[src/rtl/raster_sequencer.sv]
// raster_sequencer: sequences one frame (optional clear, then per-row primitive scan and row dump)
module raster_sequencer #(
    parameter int ROW_WIDTH  = 320,
    parameter int ROW_COUNT  = 240,
    parameter int PIPE_DEPTH = 2
) (
    input  logic        Clk,
    input  logic        reset_n,
    input  logic        frame_start,
    input  logic        clear_req,
    input  logic [15:0] primitive_count,
    input  logic        fb_ready,
    output logic        busy,
    output logic        frame_done,
    output logic [15:0] prim_addr,
    output logic        prim_valid,
    output logic        row_accum_en,
    output logic        row_reset,
    output logic [7:0]  current_row,
    output logic        fb_we,
    output logic        fb_sel,
    output logic [16:0] fb_waddr,
    output logic [7:0]  dump_word
);
    localparam int WORDS = ROW_WIDTH / 2;
    localparam logic [16:0] CLR_LAST = 17'(ROW_COUNT * WORDS - 1);

    typedef enum logic [2:0] {IDLE, CLEAR, ROW_INIT, SCAN, DRAIN, DUMP, DONE} state_t;

    state_t state, state_nx;
    logic [15:0] count, prim_idx;
    logic [16:0] clr_cnt;
    logic [7:0] row, w, drain_cnt;
    logic [PIPE_DEPTH-1:0] acc_sr;

    assign prim_addr    = prim_idx;
    assign current_row  = row;
    assign dump_word    = w;
    assign row_accum_en = acc_sr[PIPE_DEPTH-1];

    always_comb begin
        state_nx   = state;
        busy       = state != IDLE;
        frame_done = 1'b0;
        prim_valid = 1'b0;
        row_reset  = 1'b0;
        fb_we      = 1'b0;
        fb_sel     = 1'b0;
        fb_waddr   = '0;
        case (state)
            IDLE:     if (frame_start) state_nx = clear_req ? CLEAR : ROW_INIT;
            CLEAR: begin
                fb_we    = 1'b1;
                fb_sel   = 1'b1;
                fb_waddr = clr_cnt;
                if (fb_ready && clr_cnt == CLR_LAST) state_nx = ROW_INIT;
            end
            ROW_INIT: begin
                row_reset = 1'b1;
                state_nx  = count == 16'd0 ? DUMP : SCAN;
            end
            SCAN: begin
                prim_valid = 1'b1;
                if (prim_idx == count - 16'd1) state_nx = DRAIN;
            end
            DRAIN:    if (drain_cnt == 8'(PIPE_DEPTH - 1)) state_nx = DUMP;
            DUMP: begin
                fb_we    = 1'b1;
                fb_waddr = 17'(row) * 17'(WORDS) + 17'(w);
                if (fb_ready && w == 8'(WORDS - 1))
                    state_nx = row == 8'(ROW_COUNT - 1) ? DONE : ROW_INIT;
            end
            DONE: begin
                frame_done = 1'b1;
                state_nx   = IDLE;
            end
            default:  state_nx = IDLE;
        endcase
    end

    // Counters only move in the state that owns them; the accum pipe mirrors the fetch pipeline.
    always_ff @(posedge Clk or negedge reset_n) begin
        if (!reset_n) begin
            state     <= IDLE;
            count     <= '0;
            prim_idx  <= '0;
            clr_cnt   <= '0;
            row       <= '0;
            w         <= '0;
            drain_cnt <= '0;
            acc_sr    <= '0;
        end else begin
            state  <= state_nx;
            acc_sr <= (acc_sr << 1) | PIPE_DEPTH'(prim_valid);
            case (state)
                IDLE: if (frame_start) begin
                    count   <= primitive_count;
                    row     <= '0;
                    clr_cnt <= '0;
                end
                CLEAR:    if (fb_ready) clr_cnt <= clr_cnt + 17'd1;
                ROW_INIT: begin
                    prim_idx  <= '0;
                    w         <= '0;
                    drain_cnt <= '0;
                end
                SCAN:     prim_idx <= prim_idx + 16'd1;
                DRAIN:    drain_cnt <= drain_cnt + 8'd1;
                DUMP: if (fb_ready) begin
                    if (w != 8'(WORDS - 1)) w <= w + 8'd1;
                    else if (row != 8'(ROW_COUNT - 1)) row <= row + 8'd1;
                end
                default: ;
            endcase
        end
    end
endmodule

[config.mk]
export PLATFORM = sky130hd
export DESIGN_NAME = raster_sequencer
export DESIGN_NICKNAME = d
export VERILOG_FILES = /design/src/rtl/raster_sequencer.sv
export SDC_FILE = /design/constraint.sdc
export NUM_CORES = 1
export LEC_CHECK = 0
export BUFFER_PORTS_ARGS = -buffer_cell sky130_fd_sc_hd__clkbuf_2
export CORE_MARGIN = 3
export CORE_UTILIZATION = 40
export DETAILED_ROUTE_END_ITERATION = 10
export GPL_ROUTABILITY_DRIVEN = 0
export PLACE_DENSITY_LB_ADDON = 0.12
export RECOVER_POWER = 25
export SYNTH_ARGS = -nofsm -noshare
export SYNTH_HDL_FRONTEND = slang
export SYNTH_SLANG_ARGS = --single-unit
[constraint.sdc]
create_clock -name Clk -period 3.75 [get_ports Clk]
set_clock_uncertainty 0.15 [all_clocks]
set_input_delay 0.375 -clock Clk [delete_from_list [all_inputs] [get_ports Clk]]
set_output_delay 0.375 -clock Clk [all_outputs]
set_load 0.03 [all_outputs]
==> summary.txt <==
status - complete, but fails checks
violated checks - capacitance limit, slew limit
Final Core Density - 49.3%
post-DP HPWL - 9500 um
WP data arrival - 3.03 ns
final instance area - 6040 um^2
Worst Setup End Kind - output pin
CTS tree - built
worst slew pin tran - 2.00 ns
final global-route overflow total - 0
Post-synth top flop - dfrtp_1
count leader, synth - dfrtp_1
vias in the first global route - 4218
Distinct cells, synth - 62
Worst path slowest cell - dfrtp_1
sequential cell area fraction in the yosys report - 38.2%
warnings from Yosys - 0
worst hold margin - 0.0993 ns
Tightest Hold Check Type - in -> reg
Site Rows - 40
n_diodes - 0
Synth Register Bits - 78
Final Setup Violations - 0
Syn Std Cell Area - 5110 um^2
DRT Wirelength - 13100 um
synth cell count leaders - dfrtp_1 (78), nor2_1 (59), nand2_1 (48)
First DRT Iteration DRCs - 261
area leader, netlist - dfrtp_1
max-cap violation count - 1
cell chain of the critical path - ha_1 -> ha_1 -> a21o_1 -> a21oi_2 -> o21ai_0 -> a211oi_2 -> nor3b_1 -> xnor2_1 -> a21oi_1 -> clkbuf_4
Min Clock Period, post-route - 3.55 ns
Area contributors post-synth - dfrtp_1 (38%), ha_1 (5.6%), xor2_1 (5.0%), nor2_1 (4.3%), xnor2_1 (4.3%)
CTS buffer count - 9
Vias - 4416
worst path required time - 3.22 ns
DP Area - 5640 um^2
Ports - 77
share of the synthesized area in the top cell type - 38.2%
Core Region - 12300 um^2
layout cell share with drive strength beyond 1 - 20.4%
RSZ-0062 raised after global routing - no
Leak Pwr - 2.73 nW
fin nets - 684
CTS max path bufs - 2
Worst setup SP type - register
post-route ant nets - 0
Fill cells - 1177
Hold Fails Final Rpt - 0
Most Frequent Cell on Critical Path - ha_1
worst relative slew slack - -33.3%
largest net degree at the start of global routing - 79
Post-CTS Hold Buffers - 0
Async S/R FF share, synth - 100%
final setup TNS - 0 ns
Post-synth EDFFs - 0
CP max stage delay - 0.45 ns
H-Tree Depth - 3
Final period util - 94.7%
crit path max fanout - 6
DR pass1 iterations - 4
Initial Util - 41.7%
Clock transition at path regs - 0.06 ns
CP Class - reg -> out
Root Driver - clkbuf_16
Vias/cell - 5.45
Max Slew Vio Count - 79
IO Port Bufs - 76
maximum vdd ir drop - 0.269 mV
fmax - 0.282 GHz
Area Growth Syn to Fin - 18.2%
die area - 14200 um^2
Tot GR Track Use - 19.5%
worst skew pair latency - 0.34 ns
DIE HEIGHT - 119 um
DRC - 0
initial antenna violation count - 0
power density over the cells - 642 nW/um^2
Mapped Cells - 569
synthesized area per cell - 8.98 um^2
Synthesized Nets - 615
CTS Sinks - 78
WL/cell - 16.1 um
Die Width - 119 um
first-pass GRT wire length - 22200 um
[repair_timing]
action,4_1_cts,5_1_grt
pin swaps,0,1
setup buffers,0,0
resized for setup,1,5
endpoints found under the setup margin,1,3
[kinds of logic after synthesis]
group | count (synthesis) | synth area share [%]
xor gates and xnor gates | 54 | 9.26
buffers and inverters | 48 | 3.75
and+or+nand+nor | 222 | 22.4
AOI/OAI and AO/OA | 115 | 14.3
DFF | 78 | 38.2
adders and majority gates | 25 | 6.42
muxes | 27 | 5.68
[registers in the layout (all words and copies together), names as in the netlist]
name / flops
count: 16
clr_cnt: 17
current_row: 8
acc_sr: 2
drain_cnt: 8
dump_word: 8
state: 3
prim_addr: 16
[per-stage QoR]
stage               power [mW]  std cells  setup slack, ns
floorplan                 2.38        569            0.289
global placement          2.75        795            0.454
detailed placement        2.77        795            0.389
CTS                       3.91        811           0.0853
global route              4.13        811           0.0183
finish                    3.88        811            0.198
[per-layer routing]
| layer | routed length (um) | track usage [%] | vias up | part of all wire (%) |
|---|---|---|---|---|
| li1 | - | - | 2169 | - |
| met1 | 6230 | 26.6 | 2142 | 48 |
| met2 | 6080 | 30.6 | 91 | 46 |
| met3 | 515 | 3.42 | 14 | 3.9 |
| met4 | 269 | 7.82 | 0 | 2.1 |
| met5 | 0 | 0 | - | 0 |
[cell usage in the layout, fill, tap and decap left out, drive strengths merged, types with 4 or more instances in the layout]
cell type  instances
clkbuf            87
dfrtp             78
nor2              60
nand2             49
o21ai             43
xor2              29
a21oi             27
xnor2             25
inv               24
nand3             23
ha                23
nor3              22
nand4             18
mux2              16
mux2i             11
or3               10
a22o               8
nand2b             7
a21o               6
nor4               6
a211oi             6
nor3b              5
buf                5
nor2b              4
o31ai              4
bufinv             4
nor4b              4
[final cells by class]
type / instances / area [um^2] / share of cell area [%]
Inverter: 25 / 93.8 / 1.55
Clock inverter: 5 / 129 / 2.13
Sequential cell: 78 / 1950 / 32.3
Clock buffer: 11 / 253 / 4.18
Multi-Input combinational cell: 443 / 2980 / 49.4
Timing Repair Buffer: 81 / 420 / 6.96
Tap cell: 168 / 210 / 3.48
[worst paths after layout]
kind | startpoint | end | slack, ns | cells past startpoint
worst min register to register | acc_sr[0]$_DFF_PN0_ | acc_sr[1]$_DFF_PN0_ | 0.20 | 0
worst max-delay path | current_row[2]$_DFFE_PN0P_ | fb_waddr[14] | 0.20 | 10
worst min-delay path | primitive_count[4] | count[4]$_DFFE_PN0P_ | 0.1 | 3
worst max register to register | count[0]$_DFFE_PN0P_ | state[1]$_DFFE_PN0P_ | 0.75 | 8
min in group asynchronous | reset_n | current_row[5]$_DFFE_PN0P_ | 0.44 | 1
max in group asynchronous | reset_n | drain_cnt[5]$_DFFE_PN0P_ | 1.83 | 1
[critical path, delay by kind of cell (launching register included)]
family                     cells  cell delay [ns]
buffers and inverters          1             0.20
AOI/OAI and AO/OA              5             0.99
xor gates and xnor gates       1             0.10
and+or+nand+nor                1             0.27
adders and majority gates      2             0.68
DFF                            1             0.45
[report_power, final]
group	leakage (nW)	internal (mW)	switching (mW)
Clock	0.186	0.755	0.360
Combinational	1.51	0.559	0.923
Sequential	1.03	1.01	0.273
Total	2.73	2.32	1.56
No activity file was read; power rests on OpenSTA's default activity.
